### src/rtl/sid_pkg.sv
// Shared constants, register map and sequencer state type for the SID filter front-end.
package sid_pkg;

  localparam int unsigned CLK_DIV_DEF     = 32;
  localparam int unsigned FILT_CYCLES_DEF = 12;

  localparam logic [4:0] ADDR_FC_LO    = 5'h15;
  localparam logic [4:0] ADDR_FC_HI    = 5'h16;
  localparam logic [4:0] ADDR_RES_FILT = 5'h17;
  localparam logic [4:0] ADDR_MODE_VOL = 5'h18;

  typedef enum logic [1:0] {
    ST_IDLE    = 2'd0,
    ST_ISSUE   = 2'd1,
    ST_CAPTURE = 2'd2,
    ST_BUSY    = 2'd3
  } seq_state_e;

  typedef struct packed {
    logic [7:0] mode_vol;
    logic [7:0] res_filt;
    logic [7:0] fc_hi;
    logic [7:0] fc_lo;
  } filt_regs_t;

endpackage

### src/rtl/sid_tick_div.sv
// Free-running sample divider with a registered internal/external tick source select.
module sid_tick_div #(
  parameter int unsigned CLK_DIV = 32
) (
  input  logic clk,
  input  logic rst,
  input  logic ext_tick,
  input  logic use_ext_tick,
  output logic tick_c
);

  localparam int unsigned CNT_W = (CLK_DIV > 1) ? $clog2(CLK_DIV) : 1;
  localparam logic [CNT_W-1:0] CNT_MAX = CNT_W'(CLK_DIV - 1);

  logic [CNT_W-1:0] cnt_q;
  logic             use_ext_q;

  // Mode select is registered so a mid-run switch lands cleanly on the next cycle.
  always_ff @(posedge clk) begin
    if (rst) begin
      cnt_q     <= '0;
      use_ext_q <= 1'b0;
    end else begin
      cnt_q     <= (cnt_q == CNT_MAX) ? '0 : cnt_q + CNT_W'(1);
      use_ext_q <= use_ext_tick;
    end
  end

  assign tick_c = use_ext_q ? ext_tick : (cnt_q == CNT_MAX);

endmodule

### src/rtl/sid_filter_seq.sv
// Sample-rate sequencer and shadowed register front-end feeding the SID filter datapath.
module sid_filter_seq
  import sid_pkg::*;
#(
  parameter int unsigned CLK_DIV     = CLK_DIV_DEF,
  parameter int unsigned FILT_CYCLES = FILT_CYCLES_DEF
) (
  input  logic        clk,
  input  logic        rst,
  input  logic        ext_tick,
  input  logic        use_ext_tick,
  input  logic        bus_we,
  input  logic [4:0]  bus_addr,
  input  logic [7:0]  bus_data,
  input  logic [11:0] voice1_i,
  input  logic [11:0] voice2_i,
  input  logic [11:0] voice3_i,
  input  logic [11:0] ext_in_i,
  input  logic        extfilt_i,
  input  logic [17:0] sound_in,
  output logic [7:0]  Fc_lo,
  output logic [7:0]  Fc_hi,
  output logic [7:0]  Res_Filt,
  output logic [7:0]  Mode_Vol,
  output logic [11:0] voice1_o,
  output logic [11:0] voice2_o,
  output logic [11:0] voice3_o,
  output logic [11:0] ext_o,
  output logic        extfilter_en,
  output logic        input_valid,
  output logic [17:0] sound_out,
  output logic        sound_valid,
  output logic        overrun,
  output logic [7:0]  drop_cnt
);

  localparam int unsigned BUSY_W = $clog2(FILT_CYCLES + 1);
  localparam logic [BUSY_W-1:0] BUSY_LOAD = BUSY_W'(FILT_CYCLES - 2);

  logic              tick_c;
  seq_state_e        state_q, state_d;
  logic [BUSY_W-1:0] busy_q, busy_d;
  logic              commit, capture, drop;
  logic              primed_q;
  filt_regs_t        pend_q, act_q;

  sid_tick_div #(.CLK_DIV(CLK_DIV)) u_tick_div (
    .clk          (clk),
    .rst          (rst),
    .ext_tick     (ext_tick),
    .use_ext_tick (use_ext_tick),
    .tick_c       (tick_c)
  );

  // State register
  always_ff @(posedge clk) begin
    if (rst) begin
      state_q <= ST_IDLE;
      busy_q  <= '0;
    end else begin
      state_q <= state_d;
      busy_q  <= busy_d;
    end
  end

  // Next-state logic; a tick outside IDLE is never queued
  always_comb begin
    state_d = state_q;
    busy_d  = busy_q;
    commit  = 1'b0;
    capture = 1'b0;
    case (state_q)
      ST_IDLE: begin
        if (tick_c) begin
          commit  = 1'b1;
          state_d = ST_ISSUE;
        end
      end
      ST_ISSUE: begin
        busy_d  = BUSY_LOAD;
        state_d = ST_CAPTURE;
      end
      ST_CAPTURE: begin
        capture = 1'b1;
        state_d = ST_BUSY;
      end
      ST_BUSY: begin
        if (busy_q == '0) state_d = ST_IDLE;
        else              busy_d  = busy_q - BUSY_W'(1);
      end
      default: state_d = ST_IDLE;
    endcase
    drop = tick_c && (state_q != ST_IDLE);
  end

  // Shadow/active registers, operand latches, capture and overrun tracking
  always_ff @(posedge clk) begin
    if (rst) begin
      pend_q       <= '0;
      act_q        <= '0;
      voice1_o     <= '0;
      voice2_o     <= '0;
      voice3_o     <= '0;
      ext_o        <= '0;
      extfilter_en <= 1'b0;
      input_valid  <= 1'b0;
      sound_out    <= '0;
      sound_valid  <= 1'b0;
      primed_q     <= 1'b0;
      overrun      <= 1'b0;
      drop_cnt     <= '0;
    end else begin
      if (bus_we) begin
        case (bus_addr)
          ADDR_FC_LO:    pend_q.fc_lo    <= bus_data;
          ADDR_FC_HI:    pend_q.fc_hi    <= bus_data;
          ADDR_RES_FILT: pend_q.res_filt <= bus_data;
          ADDR_MODE_VOL: pend_q.mode_vol <= bus_data;
          default: ;
        endcase
      end
      if (commit) begin
        act_q        <= pend_q;
        voice1_o     <= voice1_i;
        voice2_o     <= voice2_i;
        voice3_o     <= voice3_i;
        ext_o        <= ext_in_i;
        extfilter_en <= extfilt_i;
      end
      input_valid <= commit;
      sound_valid <= capture && primed_q;
      if (capture) begin
        sound_out <= sound_in;
        primed_q  <= 1'b1;
      end
      if (drop) begin
        overrun  <= 1'b1;
        drop_cnt <= (drop_cnt == 8'hFF) ? drop_cnt : drop_cnt + 8'd1;
      end
    end
  end

  assign Fc_lo    = act_q.fc_lo;
  assign Fc_hi    = act_q.fc_hi;
  assign Res_Filt = act_q.res_filt;
  assign Mode_Vol = act_q.mode_vol;

endmodule

### config.mk
export PLATFORM = sky130hd
export DESIGN_NAME = sid_filter_seq
export DESIGN_NICKNAME = d
export VERILOG_FILES = /design/src/rtl/sid_pkg.sv /design/src/rtl/sid_tick_div.sv /design/src/rtl/sid_filter_seq.sv
export SDC_FILE = /design/constraint.sdc
export NUM_CORES = 1
export LEC_CHECK = 0
export ABC_CLOCK_PERIOD_IN_PS = 6300
export CORE_ASPECT_RATIO = 2
export CORE_MARGIN = 2
export CORE_UTILIZATION = 25
export DETAILED_ROUTE_END_ITERATION = 8
export MAX_ROUTING_LAYER = met4
export SYNTH_ARGS = -nofsm -noshare
export SYNTH_HDL_FRONTEND = slang
export SYNTH_HIERARCHICAL = 1
export SYNTH_SLANG_ARGS = --single-unit
### constraint.sdc
create_clock -name clk -period 6.3 [get_ports clk]
set_input_delay 1.26 -clock clk [delete_from_list [all_inputs] [get_ports clk]]
set_output_delay 1.26 -clock clk [all_outputs]
set_load 0.02 [all_outputs]
* After elaboration in Yosys (flattened, before gate mapping)
Index checks and enable logic that the tools add are counted.
Storage, ports and cells: register bits after elaboration 155, input port bits 85
Operators by class: $add $sub $neg 3, equal/unequal tests 12, multiplexer cells 9, bitwise gates (word level) 1, reduce and logical (&&, ||, !) cells 14
Operators by type and width (number):
- $eq 5x5->1 const B | 5
- $reduce_and 2->1 | 7
- $add 8x1->8 const B | 1
- $eq 8x8->1 const B | 1
- $pmux 2 s4 | 1
- $pmux 4 s2 | 1
- $ne 2x2->1 const B | 3
- $add 5x1->5 const B | 1
- $eq 2x2->1 const B | 2
- $logic_not 4->1 | 1
- $mux 1 | 4
- $mux 2 | 2
- $mux 4 | 1
- $reduce_bool 2->1 | 2
- $sub 4x1->4 const B | 1
- $eq 2x1->1 const B | 1
- $logic_and 1x1->1 | 2
- $logic_not 2->1 | 1
- $reduce_or 2->1 | 1
- $not 1->1 | 1

* Logic depth before layout (Yosys ltp)
depth after elaboration 4, mapped depth 9

* Modules after synthesis
The synthesis kept the hierarchy.
Modules (own cells, without submodules):
- sid_filter_seq | times used 1, cells an instance 668, area each 5611.6 sq um
- sid_tick_div | times used 1, cells an instance 20, area each 234.0 sq um

* Least setup slack after synthesis
No wires, ideal clock.
path kind input to register, start point in ext_tick, end point reg ext_o[0], library setup time 0.070 ns, arrival time 2.234 ns, required time 6.230 ns, slack 3.996 ns, stages 5, cells stage by stage mux2_2 nand2_1 clkbuf_1 nand2_1 a21oi_1
On the way: longest elaborated chain between the ends 3
RTL lines:
- start, declared | RTL line sid_filter_seq.sv:10 | input logic ext_tick,
- $mux 1 | RTL line sid_tick_div.sv:29 | assign tick_c = use_ext_q ? ext_tick : (cnt_q == CNT_MAX);
- $mux 1 | RTL line sid_filter_seq.sv:74 | if (tick_c) begin
- $mux 1 | RTL line sid_filter_seq.sv:72 | case (state_q)
- end signal, assigned | RTL line sid_filter_seq.sv:127 | ext_o <= ext_in_i;
- end, declared | RTL line sid_filter_seq.sv:28 | output logic [11:0] ext_o,
No other way between the ends. A chain may end at the register's enable or synchronous reset.

* Worst setup path in the final report
start point in ext_tick, end point reg voice3_o[6]
On the way: longest elaborated chain between the ends 3
RTL lines:
- $mux 1 | RTL line sid_tick_div.sv:29
- net tick_c | RTL line sid_filter_seq.sv:40 | logic tick_c;
- $mux 1 | RTL line sid_filter_seq.sv:74
- $mux 1 | RTL line sid_filter_seq.sv:72
- end signal, assigned | RTL line sid_filter_seq.sv:126 | voice3_o <= voice3_i;
- end, declared | RTL line sid_filter_seq.sv:27 | output logic [11:0] voice3_o,
The timed path passes the listed nets, and every way through them passes these cells.

==> impl_metrics.env <==
export IMPL_cp_cell_sequence="clkdlybuf4s50_1 -> mux2_2 -> and2_2 -> buf_4 -> nand2_1 -> a21oi_1"
export IMPL_antenna_found_initial=0
export IMPL_place_inst=1121
export IMPL_final_util=0.371
export IMPL_num_fill_cells=2409
export IMPL_crit_family="buffers and inverters"
export IMPL_clkSinkCount=155
export IMPL_cp_num_cells=6
export IMPL_first_global_vias=5203
export IMPL_syn2layout_area_growth_pct=46.9
export IMPL_critPathBufInv=2
export IMPL_grt_pass1_wl_um=27200
export IMPL_clock_skew_ns=0.00824
export IMPL_die_h_um=220
export IMPL_power_mw=2.57
export IMPL_async_flop_share=0
export IMPL_worstRegToRegCells=8
export IMPL_startpoint="ext_tick"
export IMPL_min_path_type="flip-flop to flip-flop"
export IMPL_vias=5315
export IMPL_fin_hold_ws_ns=0.447
export IMPL_cts_setup_buffers=0
export IMPL_ys_flop_type="dfxtp_1"
export IMPL_place_ws_ns=2.66
export IMPL_drv_slew=0
export IMPL_yosysSeqAreaShare=0.531
export IMPL_cts_resized=0
export IMPL_critical_path_class="primary input to flip-flop"
export IMPL_io_buffers=194
export IMPL_grt_setup_unrepaired="no"
export IMPL_r2r_start="u_tick_div/cnt_q[0]"
export IMPL_drc=0
export IMPL_start_util=0.253
export IMPL_drtAntennaViolNets=0
export IMPL_synth_cells=688
export IMPL_drive_gt1_frac=0.0517
export IMPL_num_rows=79
export IMPL_p_leak_nw=2.89
export IMPL_setup_ws_ns=3.20
export IMPL_die_x_um=112
export IMPL_clkTransAtPathRegs_ns=0.06
export IMPL_cp_slowest_stage_delay_ns=0.74
export IMPL_finalSetupTns_ns=0
export IMPL_status="finished clean"
export IMPL_layout_min_cycle_time_ns=3.10
export IMPL_final_cell_area_sq_um=8580
export IMPL_htreeDepth=4
export IMPL_synth_edff_count=0
export IMPL_grt_total_usage=0.143
export IMPL_cts_made_buffers=17
export IMPL_end_kind="flip-flop"
export IMPL_drt_initial_drc_count=309
export IMPL_critPathLaunchType="primary input"
export IMPL_cts_tree="yes"
export IMPL_ys_warn_count=6
export IMPL_coreArea_sq_um=23100
export IMPL_cts_hold_buffers=0
export IMPL_clock_root_buffer="clkbuf_16"
export IMPL_drv_cap=0
export IMPL_synth_distinct_cells=44
export IMPL_power_per_cell_area_nw_per_um2=300
export IMPL_crit_end="voice3_o[6]"
export IMPL_synthesis_area_sq_um=5850
export IMPL_placed_cell_area_sq_um=7960
export IMPL_place_congestion=0.822
export IMPL_reg2reg_to="voice3_o[6]"
export IMPL_final_cells=1154
export IMPL_critPathSlowestCell="and2_2"
export IMPL_place_hpwl_um=11800
export IMPL_grt_remaining_overflow=0
export IMPL_dieArea_sq_um=24700
export IMPL_hold_violations=0
export IMPL_avgSynthCellArea_sq_um=8.50
export IMPL_fmaxAchievable_mhz=322
export IMPL_crit_fanout=43
export IMPL_required_ns=6.65
export IMPL_viasPerCell=4.61
export IMPL_synth_seq_cells=155
export IMPL_setup_violations=0
export IMPL_clock_latency_ns=0.43
export IMPL_routed_wl_um=17200
export IMPL_final_common_cell="clkdlybuf4s50_1"
export IMPL_worst_slew_pin_slew_ns=1.12
export IMPL_nNetsFinal=951
export IMPL_peakVddDrop_v=0.000181
export IMPL_routedWlPerCell_um=14.9
export IMPL_fin_crit_sh=0.492
export IMPL_syn_nets=782
export IMPL_max_clock_path_buffers=2
export IMPL_dr_pass1_iters=4
export IMPL_reg2reg_setup_slack_ns=3.42
export IMPL_grt_max_degree=86
export IMPL_ios=195
export IMPL_final_cell_mix="clkdlybuf4s50_1, nand2_1, dfxtp_1"
export IMPL_worstPathArrival_ns=3.46
export IMPL_slew_headroom=0.246
-- power breakdown --
group          internal [mW]  total (mW)  switching, mW
Clock                  0.664        1.09          0.429
Sequential              1.03        1.06         0.0296
Combinational          0.188       0.418          0.230
Total                   1.88        2.57          0.688
-- flip-flops by register name, indices dropped and copies added (netlist names), 2 cells and up --
signal,count
state_q,2
Fc_hi,8
ext_o,12
voice1_o,12
Res_Filt,8
voice2_o,12
busy_q,4
pend_q,32
u_tick_div/cnt_q,5
sound_out,18
drop_cnt,8
Fc_lo,8
voice3_o,12
Mode_Vol,8
-- synthesized netlist by cell type (2+ instances only) --
cell,number,area share
a211oi_1,6,0.0077
a21oi_1,120,0.10
a311oi_1,2,0.0030
and2_1,2,0.0021
and2b_1,2,0.0026
and3_1,3,0.0032
and4b_1,3,0.0051
buf_1,5,0.0032
buf_2,19,0.016
clkbuf_1,22,0.014
dfxtp_1,155,0.53
ha_1,9,0.019
inv_1,7,0.0045
mux2_1,3,0.0058
mux2_2,2,0.0039
mux2i_1,21,0.036
nand2_1,169,0.11
nand2b_1,4,0.0043
nand3_1,37,0.032
nand4b_1,3,0.0045
nor2_1,27,0.017
nor2b_1,6,0.0064
nor3_1,7,0.0060
nor3b_1,4,0.0051
o21ai_0,22,0.019
o21ai_1,10,0.0086
-- tightest hold or removal path: stages, from the launching register on --
cell	delay, ns
dfxtp_1	0.31
nand2_1	0.05
a21oi_1	0.05
-- layer usage --
metal	track usage	routed length, um	up-vias
li1	-	-	2670
met1	0.148	6530	2463
met2	0.259	9440	156
met3	0.0312	824	26
met4	0.0630	382	0
met5	-	0	-
-- cell families (layout without fill, tap and decap cells) --
kind of cell / count (synthesis) / in the layout / share of synthesized area
and+or+nand+nor: 277 / 277 / 0.212
AOI/OAI and AO/OA: 164 / 164 / 0.149
DFF: 155 / 155 / 0.531
buffers and inverters: 56 / 238 / 0.0420
muxes: 26 / 26 / 0.0456
adders and majority gates: 9 / 9 / 0.0193
xor gates and xnor gates: 1 / 1 / 0.00150
other: 0 / 1 / 0
-- worst min-delay path by stage --
stage | cells past startpoint | endpoint | from | slack [ns]
after floorplan | 1 | u_tick_div/cnt_q[0] | u_tick_div/cnt_q[0] | 0.43
after global routing | 2 | Mode_Vol[5] | pend_q[29] | 0.46
final | 2 | Fc_hi[2] | pend_q[10] | 0.45
after detailed placement | 2 | Mode_Vol[5] | pend_q[29] | 0.44
after global placement | 2 | Fc_lo[7] | pend_q[7] | 0.43
after CTS | 2 | Fc_hi[2] | pend_q[10] | 0.45
-- area by class of cell --
cell class / count / area, sq um / share of cell area
inverters: 8 / 30.0 / 0.00350
clock buffers: 18 / 429 / 0.0500
flip-flops and latches: 155 / 3100 / 0.361
repair buffers: 198 / 1970 / 0.229
well taps: 283 / 354 / 0.0412
clock inverters: 14 / 195 / 0.0227
multi-input cells: 477 / 2500 / 0.291
diodes: 1 / 2.50 / 0.000292
Power figures use the tool's default switching activity.
